===== config.mk =====
export PLATFORM = sky130hd
export DESIGN_NAME = seg7_scan_decoder
export DESIGN_NICKNAME = d
export VERILOG_FILES = /design/src/rtl/seg7_scan_decoder.sv
export SDC_FILE = /design/constraint.sdc
export NUM_CORES = 1
export LEC_CHECK = 0
export ABC_AREA = 0
export ABC_CLOCK_PERIOD_IN_PS = 2900
export BUFFER_PORTS_ARGS = -buffer_cell sky130_fd_sc_hd__buf_2
export CAP_MARGIN = 20
export CORE_MARGIN = 2
export CORE_UTILIZATION = 45
export DETAILED_ROUTE_END_ITERATION = 6
export GPL_ROUTABILITY_DRIVEN = 0
export GPL_TIMING_DRIVEN = 1
export PLACE_DENSITY = 0.65
export RECOVER_POWER = 100
export SYNTH_ARGS = -nofsm -noshare
export SYNTH_HDL_FRONTEND = slang
export SYNTH_SLANG_ARGS = --single-unit
export TNS_END_PERCENT = 100

===== constraint.sdc =====
create_clock -name Clock -period 2.9 [get_ports Clock]
set_input_delay 0.87 -clock Clock [delete_from_list [all_inputs] [get_ports Clock]]
set_output_delay 0.87 -clock Clock [all_outputs]
set_load 0.02 [all_outputs]

===== src/rtl/seg7_scan_decoder.sv =====
// Reads a multiplexed active-low seven-segment bus and recovers the code on each digit position.
// Inputs are synchronised, debounced by a stability counter, reverse-decoded and framed over valid/ready.
module seg7_scan_decoder #(
  parameter int NDIG   = 4,
  parameter int STABLE = 8
) (
  input  logic                Clock,
  input  logic                Resetn,
  input  logic [0:6]          Seg,
  input  logic [NDIG-1:0]     Dig,
  output logic [4*NDIG-1:0]   Digits,
  output logic                Upd,
  output logic [2:0]          Upd_idx,
  output logic [3:0]          Upd_code,
  output logic [4*NDIG-1:0]   Frame,
  output logic                Frame_valid,
  input  logic                Frame_ready,
  output logic                Err,
  output logic                Overrun,
  input  logic                Flag_clr
);

  typedef enum logic [1:0] {IDLE, SETTLE, LOCKED} state_t;

  localparam logic [7:0]          CNT_MAX   = 8'(STABLE);
  localparam logic [7:0]          CNT_LAST  = 8'(STABLE - 1);
  localparam logic [NDIG-1:0]     MASK_FULL = {NDIG{1'b1}};
  localparam logic [4*NDIG-1:0]   ALL_BLANK = {NDIG{4'hE}};

  // Descending copy of the segment bus; bit 6 is segment a, bit 0 is segment g.
  logic [6:0] seg_in;
  assign seg_in = Seg;

  logic [6:0]        seg_s1_q, seg_s1_d, seg_s2_q, seg_s2_d, seg_prev_q, seg_prev_d;
  logic [NDIG-1:0]   dig_s1_q, dig_s1_d, dig_s2_q, dig_s2_d, dig_prev_q, dig_prev_d;
  logic [7:0]        cnt_q, cnt_d;
  state_t            state_q, state_d;
  logic [NDIG-1:0]   mask_q, mask_d;
  logic [4*NDIG-1:0] digits_q, digits_d;
  logic [4*NDIG-1:0] frame_q, frame_d;
  logic              frame_valid_q, frame_valid_d;
  logic              upd_q, upd_d;
  logic [2:0]        upd_idx_q, upd_idx_d;
  logic [3:0]        upd_code_q, upd_code_d;
  logic              err_q, err_d;
  logic              overrun_q, overrun_d;

  logic              changed;
  logic              one_hot;
  logic [3:0]        low_cnt;
  logic [2:0]        pos;
  logic [3:0]        code;
  logic              capture;
  logic              accept;
  logic              complete;
  logic              overrun_set;

  // Synchroniser chain plus the one-cycle-delayed copy used for change detection.
  always_comb begin
    seg_s1_d   = seg_in;
    seg_s2_d   = seg_s1_q;
    seg_prev_d = seg_s2_q;
    dig_s1_d   = Dig;
    dig_s2_d   = dig_s1_q;
    dig_prev_d = dig_s2_q;
  end

  always_comb begin
    changed = (seg_s2_q != seg_prev_q) || (dig_s2_q != dig_prev_q);
    low_cnt = 4'd0;
    pos     = 3'd0;
    for (int i = 0; i < NDIG; i++) begin
      if (!dig_s2_q[i]) begin
        low_cnt = low_cnt + 4'd1;
        pos     = 3'(i);
      end
    end
    one_hot = (low_cnt == 4'd1);
  end

  always_comb begin
    case (seg_s2_q)
      7'b0000001: code = 4'h0;
      7'b1001111: code = 4'h1;
      7'b0010010: code = 4'h2;
      7'b0000110: code = 4'h3;
      7'b1001100: code = 4'h4;
      7'b0100100: code = 4'h5;
      7'b0100000: code = 4'h6;
      7'b0001111: code = 4'h7;
      7'b0000000: code = 4'h8;
      7'b0000100: code = 4'h9;
      7'b0001000: code = 4'hA;
      7'b1111111: code = 4'hE;
      default:    code = 4'hF;
    endcase
  end

  // Stability counter and capture FSM.
  always_comb begin
    cnt_d   = cnt_q;
    state_d = state_q;
    capture = 1'b0;
    if (changed) begin
      cnt_d   = 8'd0;
      state_d = one_hot ? SETTLE : IDLE;
    end else begin
      if (cnt_q < CNT_MAX) begin
        cnt_d = cnt_q + 8'd1;
      end
      if (state_q == SETTLE && cnt_q == CNT_LAST) begin
        capture = 1'b1;
        state_d = LOCKED;
      end
    end
  end

  always_comb begin
    digits_d      = digits_q;
    mask_d        = mask_q;
    frame_d       = frame_q;
    frame_valid_d = frame_valid_q;
    upd_d         = capture;
    upd_idx_d     = upd_idx_q;
    upd_code_d    = upd_code_q;
    err_d         = err_q;
    overrun_d     = overrun_q;
    overrun_set   = 1'b0;
    accept        = frame_valid_q & Frame_ready;

    if (capture) begin
      upd_idx_d  = pos;
      upd_code_d = code;
      for (int i = 0; i < NDIG; i++) begin
        if (pos == 3'(i)) begin
          digits_d[4*i +: 4] = code;
          mask_d[i]          = 1'b1;
        end
      end
    end

    if (accept) begin
      frame_valid_d = 1'b0;
    end

    // An accept in the completion cycle frees the slot, so the new frame loads without overrun.
    complete = capture && (mask_d == MASK_FULL);
    if (complete) begin
      mask_d = '0;
      if (!frame_valid_q || accept) begin
        frame_d       = digits_d;
        frame_valid_d = 1'b1;
      end else begin
        overrun_set = 1'b1;
      end
    end

    if (Flag_clr) begin
      err_d     = 1'b0;
      overrun_d = 1'b0;
    end
    if (capture && code == 4'hF) begin
      err_d = 1'b1;
    end
    if (overrun_set) begin
      overrun_d = 1'b1;
    end
  end

  always_ff @(posedge Clock or negedge Resetn) begin
    if (!Resetn) begin
      seg_s1_q      <= '1;
      seg_s2_q      <= '1;
      seg_prev_q    <= '1;
      dig_s1_q      <= '1;
      dig_s2_q      <= '1;
      dig_prev_q    <= '1;
      cnt_q         <= 8'd0;
      state_q       <= IDLE;
      mask_q        <= '0;
      digits_q      <= ALL_BLANK;
      frame_q       <= ALL_BLANK;
      frame_valid_q <= 1'b0;
      upd_q         <= 1'b0;
      upd_idx_q     <= 3'd0;
      upd_code_q    <= 4'd0;
      err_q         <= 1'b0;
      overrun_q     <= 1'b0;
    end else begin
      seg_s1_q      <= seg_s1_d;
      seg_s2_q      <= seg_s2_d;
      seg_prev_q    <= seg_prev_d;
      dig_s1_q      <= dig_s1_d;
      dig_s2_q      <= dig_s2_d;
      dig_prev_q    <= dig_prev_d;
      cnt_q         <= cnt_d;
      state_q       <= state_d;
      mask_q        <= mask_d;
      digits_q      <= digits_d;
      frame_q       <= frame_d;
      frame_valid_q <= frame_valid_d;
      upd_q         <= upd_d;
      upd_idx_q     <= upd_idx_d;
      upd_code_q    <= upd_code_d;
      err_q         <= err_d;
      overrun_q     <= overrun_d;
    end
  end

  assign Digits      = digits_q;
  assign Frame       = frame_q;
  assign Frame_valid = frame_valid_q;
  assign Upd         = upd_q;
  assign Upd_idx     = upd_idx_q;
  assign Upd_code    = upd_code_q;
  assign Err         = err_q;
  assign Overrun     = overrun_q;

endmodule


Yosys cells after proc, flatten, opt, wreduce, memory -nomap -nowiden
Cells that the tools add are included.
{"block": "word_totals", "register_bits": 90, "latch_bits": 0, "ram_bits": 0, "rom_bits": 0, "in_bits": 15, "out_inout_bits": 43, "memories": 0}
{"block": "classes", "add_sub_neg": 4, "multipliers": 0, "div_mod_pow": 0, "magnitude_cmp": 1, "eq_ne": 21, "shift": 0, "muxes": 34, "bitwise_logic": 1, "reduce_logical": 13}
{"op": "4-bit one-hot mux with 12 select lines", "n": 1}
{"op": "4-bit 2-to-1 mux", "n": 9}
{"op": "7-bit == test (second input constant)", "n": 3}
{"op": "1-bit 2-to-1 mux", "n": 17}
{"op": "16-bit 2-to-1 mux", "n": 1}
{"op": "8-bit 2-to-1 mux", "n": 2}
{"op": "7-bit by 3-bit == test with 1-bit output (second input constant)", "n": 2}
{"op": "7-bit by 4-bit == test with 1-bit output (second input constant)", "n": 2}
{"op": "7-bit by 6-bit == test with 1-bit output (second input constant)", "n": 2}
{"op": "4-bit by 1-bit adder with 4-bit output (second input constant)", "n": 3}
{"op": "8-bit by 1-bit adder with 8-bit output (second input constant)", "n": 1}
{"op": "4-bit == test (second input constant)", "n": 2}
{"op": "8-bit by 3-bit == test with 1-bit output (second input constant)", "n": 1}
{"op": "8-bit by 4-bit less-than comparator with 1-bit output (second input constant)", "n": 1}
{"op": "2-bit nonzero test", "n": 4}
{"op": "7-bit by 1-bit == test with 1-bit output (second input constant)", "n": 1}
{"op": "7-bit by 5-bit == test with 1-bit output (second input constant)", "n": 1}
{"op": "7-bit zero test", "n": 1}
{"op": "7-bit inequality test", "n": 1}
{"op": "3-bit by 2-bit == test with 1-bit output (second input constant)", "n": 2}
{"op": "3-bit 2-to-1 mux", "n": 2}
{"op": "4-bit by 1-bit == test with 1-bit output (second input constant)", "n": 1}
{"op": "2-bit 2-to-1 mux", "n": 2}
{"op": "4-bit inequality test", "n": 1}
{"op": "other kinds (8)", "n": 11}

Depth between registers and ports, before layout
Gate-level depths: netlist of run 1.
{"block": "depth", "word_depth": 10, "depth_mapped": 9}

Worst setup path before layout of run 1
Ideal clock, no wire load.
{"block": "synth_path", "path_type": "flip-flop to flip-flop", "startpoint": "register cnt_q[5]", "endpoint": "register frame_q[3] (netlist: Frame[3])", "setup_ps": 82, "t_arrival_ps": 2247, "t_required_ps": 2818, "setup_slack_ps": 571, "stages_incl_launch_ff": 8, "synth_period_minus_slack_ps": 2329, "path_cell_list": "dfrtp_1 or4_4 buf_6 nor4_1 and4_1 buf_4 mux2_2 mux2_2"}
{"block": "synth_between", "word_cells_on_any_way": 9, "cone_classes": "eq/ne (2); mux (4); reduce/logical (3)"}
{"element": "start, declared", "line": "36", "source": "logic [7:0] cnt_q, cnt_d;"}
{"element": "start signal, assigned", "line": "196", "source": "cnt_q <= cnt_d;"}
{"element": "8-bit by 3-bit == test with 1-bit output", "line": "111", "source": "if (state_q == SETTLE && cnt_q == CNT_LAST) begin"}
{"element": "1-bit logical AND", "line": "111"}
{"element": "1-bit 2-to-1 mux", "line": "111"}
{"element": "1-bit 2-to-1 mux", "line": "104", "source": "if (changed) begin"}
{"element": "16-bit 2-to-1 mux", "line": "131", "source": "if (capture) begin"}
{"element": "named net digits_d[3]", "line": "39", "source": "logic [4*NDIG-1:0] digits_q, digits_d;"}
{"element": "end signal, assigned", "line": "200", "source": "frame_q <= frame_d;"}
{"element": "end, declared", "line": "40", "source": "logic [4*NDIG-1:0] frame_q, frame_d;"}
The timed path passes the listed nets, and every way through them passes these cells.
A chain may end at the register's enable or synchronous reset.

Worst setup path after layout of run 1
{"block": "layout_path", "startpoint": "register cnt_q[5]", "endpoint": "register frame_q[2] (netlist: Frame[2])"}
{"block": "layout_between", "elab_chain_cells": 8, "word_cells_on_any_way": 9, "cone_classes": "eq/ne (2); mux (4); reduce/logical (3)"}
{"element": "8-bit by 3-bit == test with 1-bit output *", "line": "111"}
{"element": "1-bit logical AND *", "line": "111"}
{"element": "1-bit 2-to-1 mux *", "line": "111"}
{"element": "1-bit 2-to-1 mux *", "line": "104"}
{"element": "4-bit 2-to-1 mux", "line": "131"}
{"element": "4-bit == test", "line": "147", "source": "complete = capture && (mask_d == MASK_FULL);"}
{"element": "1-bit logical AND", "line": "147"}
{"element": "2-bit AND reduction (no line)"}
Mark *: on every way between the ends. The rest lies on a longest branch, timed or not.

==> results.txt, run 1 <==
status: finished clean
total wire length: 8772 microns
yosys synthesis warning count: 0
Placed Cells: 510
total die area: 0.009870 sq mm
first-pass GRT wire length: 14750 microns
reg2reg path depth: 5
initial core utilization: 46.69%
Tcrit/Tclk final: 93.86%
deepest clock path buffer count: 2
fin cells: 526
leak pwr: 1.738 nW
Vias: 2980
Worst Clk Skew: 0.01507 ns
Root Driver: clkbuf_8
per-cell routed wire length: 16.68 microns
area growth from synthesis to final layout: 10.95%
num ports: 58
Setup TNS Final: 0 ns
Post-CTS Hold Buffers: 0
antenna-violating nets left: 0
Finish-stage setup viols: 0
HPWL Detailed: 6207 microns
post-synthesis cell type count: 60
initial antenna violation count: 0
final core occ: 51.80%
GR Util All Layers: 19.02%
Worst Path Required: 3.19 ns
Die Ht: 99.35 microns
Clock Sinks: 89
Synth Instances: 361
Max Fanout on Critical Path: 14
CP startpoint kind: flip-flop
Most used DFF post-synth: dfstp_2
post-synthesis async set-or-reset flop share: 100.0%
nets@finish: 432
total CTS buffers: 9
final max-slew violation count: 0
hold violation count in the final report: 0
Worst-Skew Late Latency: 0.36 ns
total power: 0.002293 W
Syn Nets: 380
placeable core area: 0.008763 sq mm
Synth Area per Inst: 11.33 sq um
CP Class: reg -> reg
# diodes: 0
Cell Area, Synth: 0.004091 sq mm
post_cts resized: 0
smallest hold slack: 0.3586 ns
post-CTS setup buffers: 0
fraction of layout cells with a size suffix above 1: 24.40%
Pwr Density: 505.2 mW/mm^2
Site Rows: 34
port bufs: 56
Slew @ Worst Pin: 1.114 ns
Synth Register Bits: 89
worst path arrival time: 3.01 ns
RSZ-0062 raised after global routing: false
largest net degree at the start of global routing: 48
drt first pass iters: 4
DRC errors left: 0
gr ovfl total: 0
Fmax: 0.3674 GHz
TritonCTS clock tree: yes
initial DRC count: 121
Post-synth EDFFs: 0
Max-Slew Margin vs Limit: 25.77%
commonest non-fill, non-tap cells in the layout: dfstp_2, clkbuf_1, nor2_1, dfrtp_1, o21ai_0
commonest non-fill, non-tap cell in the layout: dfstp_2
vias per cell: 5.665
Worst VDD drop: 305.8 uV
Hold Path Class: reg -> reg
number of global-route vias before repair: 2924
chip width: 99.35 microns
hold path cells: 0
Seq/Total Area, Yosys: 56.18%
H-tree Lvls: 3
Reg clk slew, reported paths: 0.09 ns
Max Cap Viol: 0
Final min period: 2.722 ns
Worst setup EP type: flip-flop
## worst paths after layout
check                                           start                      end  slack [ns]
max in group asynchronous                      Resetn      mask_q[0]$_DFF_PN0_        0.58
worst min register to register  seg_s1_q[5]$_DFF_PN1_  seg_prev_d[5]$_DFF_PN1_        0.36
worst max-delay path             cnt_q[5]$_DFFE_PN0P_     Frame[2]$_DFFE_PN1P_        0.18
worst max register to register   cnt_q[5]$_DFFE_PN0P_     Frame[2]$_DFFE_PN1P_        0.18
worst min-delay path            seg_s1_q[5]$_DFF_PN1_  seg_prev_d[5]$_DFF_PN1_        0.36
min in group asynchronous                      Resetn  Upd_code[3]$_DFFE_PN0N_        0.72
## final cells by class
cell class,count,area (sq um)
Fill cell,822,4224
Sequential cell,89,2298
Multi-Input combinational cell,234,1563
Timing Repair Buffer,66,292.8
Tap cell,108,135.1
Clock buffer,9,123.9
Clock inverter,7,77.57
Inverter,13,48.80
## state kept, by name (all words and copies together) (netlist names)
name         flops
state_q          2
dig_prev_d       4
mask_q           4
Frame           16
Overrun          1
seg_prev_q       7
Frame_valid      1
seg_s1_q         7
dig_prev_q       4
cnt_q            8
Upd_idx          2
dig_s1_q         4
Err              1
Digits          16
Upd              1
Upd_code         4
seg_prev_d       7
## metrics by stage
step / setup WS (ns) / cell area, sq um
2_1_floorplan: 0.5710 / 4091
3_3_place_gp: 0.4915 / 4452
3_5_place_dp: 0.4424 / 4452
4_1_cts: 0.4303 / 4653
5_1_grt: 0.1062 / 4539
6_report: 0.1780 / 4539
## report_power, final
part / switching (W) / leakage, nW / total [W] / internal, W
Combinational: 0.0000733 / 0.602 / 0.000119 / 0.0000456
Sequential: 0.0000340 / 1.04 / 0.00132 / 0.00128
Clock: 0.000451 / 0.100 / 0.000856 / 0.000405
Total: 0.000558 / 1.74 / 0.00229 / 0.00174
## synth_stat cells (5+ instances only)
library cell | count | share of area, %
dfstp_2 | 57 | 37
nor2_1 | 35 | 3.2
dfrtp_1 | 32 | 20
o21ai_0 | 16 | 2.0
xnor2_1 | 16 | 3.4
o21ai_1 | 15 | 1.8
a21oi_1 | 13 | 1.6
inv_1 | 12 | 1.1
nand2_1 | 12 | 1.1
nand4_1 | 12 | 1.8
o211ai_1 | 12 | 2.2
clkbuf_1 | 9 | 0.83
nand3_1 | 8 | 0.98
nor4_1 | 7 | 1.1
a211oi_1 | 6 | 1.1
and4_1 | 6 | 1.3
buf_2 | 5 | 0.61
nor3_1 | 5 | 0.61
## cell families after synthesis
kind of cell    synth area share [%]
buf+inv                        4.740
fa+ha+maj                      1.223
xor+xnor                       3.639
simple gates                   17.22
other cells                  0.09166
compound gates                 14.83
mux                            2.079
flops                          56.18
## metal layers
metal / vias to the layer above / share of wire (%) / GRT usage, % / wire, microns
li1: 1419 / - / - / -
met1: 1472 / 45 / 26.11 / 3971
met2: 76 / 48 / 30.56 / 4195
met3: 13 / 5.3 / 3.865 / 468
met4: 0 / 1.6 / 6.006 / 136
met5: - / 0 / 0 / 0
## critical path: stages, from the launching register on
cell and delay, ns:
dfrtp_1 0.39, or4_4 0.64, or3_4 0.43, nor4_2 0.78, o211ai_1 0.21, o21ai_0 0.20
No activity file was read; power rests on OpenSTA's default activity.
==> run 2: changes to the inputs <==
CELL_PAD_IN_SITES_DETAIL_PLACEMENT = 1   (was unset)
CELL_PAD_IN_SITES_GLOBAL_PLACEMENT = 1   (was unset)
PLACE_DENSITY = unset   (was 0.65)
PLACE_DENSITY_LB_ADDON = 0.1   (was unset)
==> run 2 against run 1 <==
  * Global-route usage up 2.3 points
  * Critical path depth rose by 2
  * Sequential cell count is the same
  * Largest cell class unchanged
  * Highest routed layer unchanged
==> results.txt, run 2 (synthesis results as in run 1) <==
CP max-delay cell: dfstp_1
Worst VDD drop: 309.0 uV
Worst Hold End: seg_prev_d[5]$_DFF_PN1_
total die area: 0.009870 sq mm
Finish-stage setup viols: 0
Post-CTS Hold Buffers: 0
Site Rows: 34
Worst Path Required: 3.19 ns
Critical Path Source: seg_prev_d[4]$_DFF_PN1_
Max Cap Viol: 0
largest net degree at the start of global routing: 47
met1 Track Usage GR: 29.43%
initial core utilization: 46.69%
first-pass GRT wire length: 16370 microns
number of global-route vias before repair: 3177
Worst Clk Skew: 0.005941 ns
hold path cells: 0
# diodes: 0
H-tree Lvls: 3
commonest non-fill, non-tap cells in the layout: dfstp_2, clkbuf_1, nor2_1, dfrtp_1, o21ai_0
smallest hold slack: 0.3589 ns
port bufs: 56
CP startpoint kind: flip-flop
Vias: 3032
antenna-violating nets left: 0
HPWL Detailed: 6752 microns
num ports: 58
Final min period: 2.641 ns
placeable core area: 0.008763 sq mm
Max Fanout on Critical Path: 22
DRC errors left: 0
per-cell routed wire length: 18.72 microns
WP buf/inv: 2
critical-path cell list: xnor2_1, and4_1, nand4_2, buf_4, inv_2, o211ai_1, o21ai_0
met2 usage: 34.15%
Pwr Density: 517.8 mW/mm^2
total wire length: 9865 microns
Max-Slew Margin vs Limit: 24.35%
initial antenna violation count: 0
Critical R2R Launch: seg_prev_d[4]$_DFF_PN1_
fraction of layout cells with a size suffix above 1: 24.82%
GR Util All Layers: 21.28%
initial DRC count: 114
area growth from synthesis to final layout: 12.17%
nets@finish: 433
Reg clk slew, reported paths: 0.09 ns
hold violation count in the final report: 0
vias per cell: 5.753
gr ovfl total: 0
min-delay src: seg_s1_q[5]$_DFF_PN1_
Root Driver: clkbuf_8
drt first pass iters: 4
post_cts resized: 0
busiest layer in global routing: met2
fin cells: 527
Hold Path Class: reg -> reg
reg-to-reg endpoint: Frame[8]$_DFFE_PN0P_
CP delay by family, top: flip-flops
leak pwr: 1.779 nW
max incr delay on CP: 0.80 ns
Worst-Skew Late Latency: 0.36 ns
total CTS buffers: 9
Slew @ Worst Pin: 1.135 ns
reg2reg path depth: 7
deepest clock path buffer count: 2
Fmax: 0.3786 GHz
Worst setup EP type: flip-flop
status: finished clean
post-CTS setup buffers: 0
TritonCTS clock tree: yes
Setup TNS Final: 0 ns
met3 usage: 3.443%
final max-slew violation count: 0
register-to-register setup slack: 0.26 ns
Tcrit/Tclk final: 91.09%
RSZ-0062 raised after global routing: false
commonest non-fill, non-tap cell in the layout: dfstp_2
Clock Sinks: 89
chip width: 99.35 microns
worst path arrival time: 2.93 ns
CP Class: reg -> reg
Placed Cells: 510
Die Ht: 99.35 microns
-- run 2: worst max path at each step --
stage	end	depth (start not counted)
finish	Frame[8]$_DFFE_PN0P_	7
global route	Frame[8]$_DFFE_PN0P_	7
floorplan	Frame[3]$_DFFE_PN1P_	7
CTS	Frame[4]$_DFFE_PN0P_	5
detailed placement	Frame[4]$_DFFE_PN0P_	5
global placement	Frame[7]$_DFFE_PN1P_	5
-- run 2: power by group --
group          internal [W]  total [W]  switching (W)
Clock              0.000459   0.000933       0.000474
Sequential          0.00128    0.00132      0.0000353
Combinational     0.0000456   0.000124      0.0000782
-- run 2: worst register-to-register path: cells and delay by family (launching register included) --
| family | cells | cell delay (ns) |
|---|---|---|
| flops | 1 | 0.80 |
| simple gates | 2 | 0.68 |
| buf+inv | 2 | 0.55 |
| compound gates | 2 | 0.33 |
| xor+xnor | 1 | 0.20 |
-- run 2: per-layer routing --
metal,share of wire (%),vias up
li1,-,1412
met1,46,1552
met2,49,58
met3,3.6,10
met4,1.3,0
met5,0,-
-- run 2: final cells by class --
| type | instances | area, sq um |
|---|---|---|
| tap | 108 | 135.1 |
| inverter | 13 | 48.80 |
| fill | 958 | 4174 |
| clock inverter | 6 | 70.07 |
| timing repair buffer | 67 | 304.0 |
| sequential | 89 | 2298 |
| clock buffer | 10 | 148.9 |
| multi-input combinational | 234 | 1584 |
-- run 2: through the flow --
stage	power [W]	area, sq um	setup WS (ns)	util [%]
2_1_floorplan	0.001409	4091	0.5710	-
3_3_place_gp	0.001467	4452	0.4775	50.80
3_5_place_dp	0.001473	4452	0.4186	50.80
4_1_cts	0.002421	4671	0.3983	53.30
5_1_grt	0.002470	4589	0.1194	52.37
6_report	0.002376	4589	0.2585	52.37
==> run 3: changes to the inputs <==
ABC_AREA = 1   (was 0)
CORE_UTILIZATION = 43   (was 45)
PLACE_DENSITY = 0.77   (was unset)
PLACE_DENSITY_LB_ADDON = unset   (was 0.1)
==> run 3 against run 2 <==
  * The flow now finishes with violations (max-capacitance violations, max-slew violations)
  * Hold slack about the same
  * Power decreased by 2.5%
  * Sequential cell count unchanged
  * Final area decreased by 4.6%
  * Largest power group unchanged
  * Worst setup slack improved by 0.10 ns
  * Critical path depth increased by 6
==> results.txt, run 3 <==
CP Class: reg -> reg
H-tree Lvls: 3
TritonCTS clock tree: yes
Tcrit/Tclk final: 87.60%
Site Rows: 34
HPWL Detailed: 6708 microns
Synth Area per Inst: 9.305 sq um
Most used DFF post-synth: dfstp_2
Pint: 0.001771 W
most common cell in the netlist: nand2_1
Setup TNS Final: 0 ns
most frequent CP cell: nand2_1
per-cell routed wire length: 15.27 microns
area growth from synthesis to final layout: 14.76%
Synth Instances: 410
CP startpoint kind: flip-flop
Synth top area share: 39.26%
ranking of synthesized cells by area: dfstp_2, dfrtp_1, nand2_1
Worst-Skew Late Latency: 0.35 ns
post-CTS setup buffers: 0
Post-synth EDFFs: 0
Finish-stage setup viols: 0
Max-Slew Margin vs Limit: -47.91%
drt first pass iters: 5
Post-CTS Hold Buffers: 0
Synth top cells by count: nand2_1, dfstp_2, inv_1, dfrtp_1, nor2_1
Psw: 0.0005459 W
critical-path cell list: inv_2, nand2_1, nand2_1, nor2_1, nand2_1, nor2_4, nand3_2, inv_2, nand3_1, nand2_2, buf_4, nand4_1, nand2_1
Root Driver: clkbuf_8
final max-slew violation count: 41
Fmax: 0.3936 GHz
status: finished, violations left
Worst VDD drop: 265.6 uV
failing checks: max-capacitance violations, max-slew violations
Max Cap Viol: 1
DRC errors left: 0
worst path arrival time: 2.83 ns
number of global-route vias before repair: 3128
Syn Nets: 429
post-route setup slack: 0.3595 ns
Flop pwr share: 56.4%
vias per cell: 4.978
deepest clock path buffer count: 2
largest area contributor in the synthesized netlist: dfstp_2
Cell Area, Synth: 0.003815 sq mm
gr ovfl total: 0
CP max-delay cell: dfstp_1
Clock Sinks: 89
placeable core area: 0.008678 sq mm
initial antenna violation count: 0
leak pwr: 2.118 nW
Max Fanout on Critical Path: 12
WP buf/inv: 3
total die area: 0.009641 sq mm
Worst Clk Skew: 0.01849 ns
max incr delay on CP: 0.63 ns
area of the multi-input gates: 0.001296 sq mm
final core occ: 50.45%
combinational cell fraction of total power: 4.9%
Seq/Total Area, Yosys: 60.25%
chip width: 98.19 microns
Worst setup EP type: flip-flop
num ports: 58
Pwr Density: 529.2 mW/mm^2
nets@finish: 493
Die Ht: 98.19 microns
# diodes: 0
first-pass GRT wire length: 15110 microns
smallest hold slack: 0.3592 ns
RSZ-0062 raised after global routing: false
Net Sw Frac: 23.56%
Vias: 2922
commonest non-fill, non-tap cell in the layout: nand2_1
post_cts resized: 0
commonest non-fill, non-tap cells in the layout: nand2_1, dfstp_2, clkbuf_1, inv_1, dfrtp_1
register cell area after layout: 0.002298 sq mm
worst slack, placed: 0.3821 ns
total wire length: 8962 microns
largest net degree at the start of global routing: 42
antenna-violating nets left: 0
GR Util All Layers: 19.50%
post-synthesis async set-or-reset flop share: 100.0%
Fillers: 1065
fraction of layout cells with a size suffix above 1: 21.71%
port bufs: 56
initial DRC count: 117
Hold Path Class: reg -> reg
hold violation count in the final report: 0
Synth Register Bits: 89
Reg clk slew, reported paths: 0.10 ns
yosys synthesis warning count: 0
post-synthesis cell type count: 35
Final min period: 2.541 ns
total power: 0.002317 W
CP delay by family, top: simple AND/OR/NAND/NOR gates
initial core utilization: 43.96%
part of the power in the clock network: 38.8%
total CTS buffers: 9
Slew @ Worst Pin: 2.219 ns
Worst Path Required: 3.19 ns
==> run 3: per-stage QoR <==
stage / instances / cell area [sq um]
2_1_floorplan: 410 / 3815
3_3_place_gp: 571 / 4228
3_5_place_dp: 571 / 4228
4_1_cts: 587 / 4438
5_1_grt: 587 / 4378
6_report: 587 / 4378
==> run 3: worst register-to-register path: cells and delay by family, from the launching register on <==
kind	cells	cell delay [ns]
flops	1	0.63
simple gates	10	1.30
buf+inv	3	0.56
==> run 3: cells by family (layout without fill, tap and decap cells) <==
logic type	after synthesis	after routing	share of synthesized area, %
xor gates and xnor gates	7	7	1.607
AOI/OAI and AO/OA	27	27	4.034
other	1	1	0.09830
adders and majority gates	4	4	1.312
and+or+nand+nor	228	228	26.63
buffers and inverters	53	122	5.772
muxes	1	1	0.2952
DFF	89	89	60.25
==> run 3: area by class of cell <==
cell class,count,area share [%]
sequential,89,52.50
multi-input combinational,268,29.61
inverter,46,3.944
timing repair buffer,60,6.059
tap,108,3.087
clock buffer,11,3.458
clock inverter,5,1.343
==> run 3: routing by layer <==
| layer | GRT usage [%] | share of wire [%] | vias up |
|---|---|---|---|
| met1 | 26.01 | 45 | 1459 |
| met3 | 2.792 | 2.4 | 10 |
| met2 | 32.67 | 51 | 40 |
| met5 | 0 | 0 | - |
| met4 | 7.165 | 1.3 | 0 |
| li1 | - | - | 1413 |
==> run 3: final timing paths <==
path	start	endpoint	slack, ns	depth (start not counted)
max	seg_prev_d[5]$_DFF_PN1_	Frame[9]$_DFFE_PN1P_	0.36	13
min	dig_s1_q[3]$_DFF_PN1_	dig_prev_d[3]$_DFF_PN1_	0.36	0
max reg2reg	seg_prev_d[5]$_DFF_PN1_	Frame[9]$_DFFE_PN1P_	0.36	13
min reg2reg	dig_s1_q[3]$_DFF_PN1_	dig_prev_d[3]$_DFF_PN1_	0.36	0
max in group asynchronous	Resetn	seg_prev_q[6]$_DFF_PN1_	0.44	2
min in group asynchronous	Resetn	cnt_q[4]$_DFFE_PN0P_	1.17	1
==> run 3: power by group through the flow <==
stage	combinational [W]	sequential, W	clock (W)
after global routing	0.000128	0.00131	0.000976
after detailed placement	0.000115	0.00133	0
final	0.000113	0.00131	0.000898
after floorplan	0.0000604	0.00132	0
after CTS	0.000116	0.00131	0.000929
after global placement	0.000112	0.00133	0
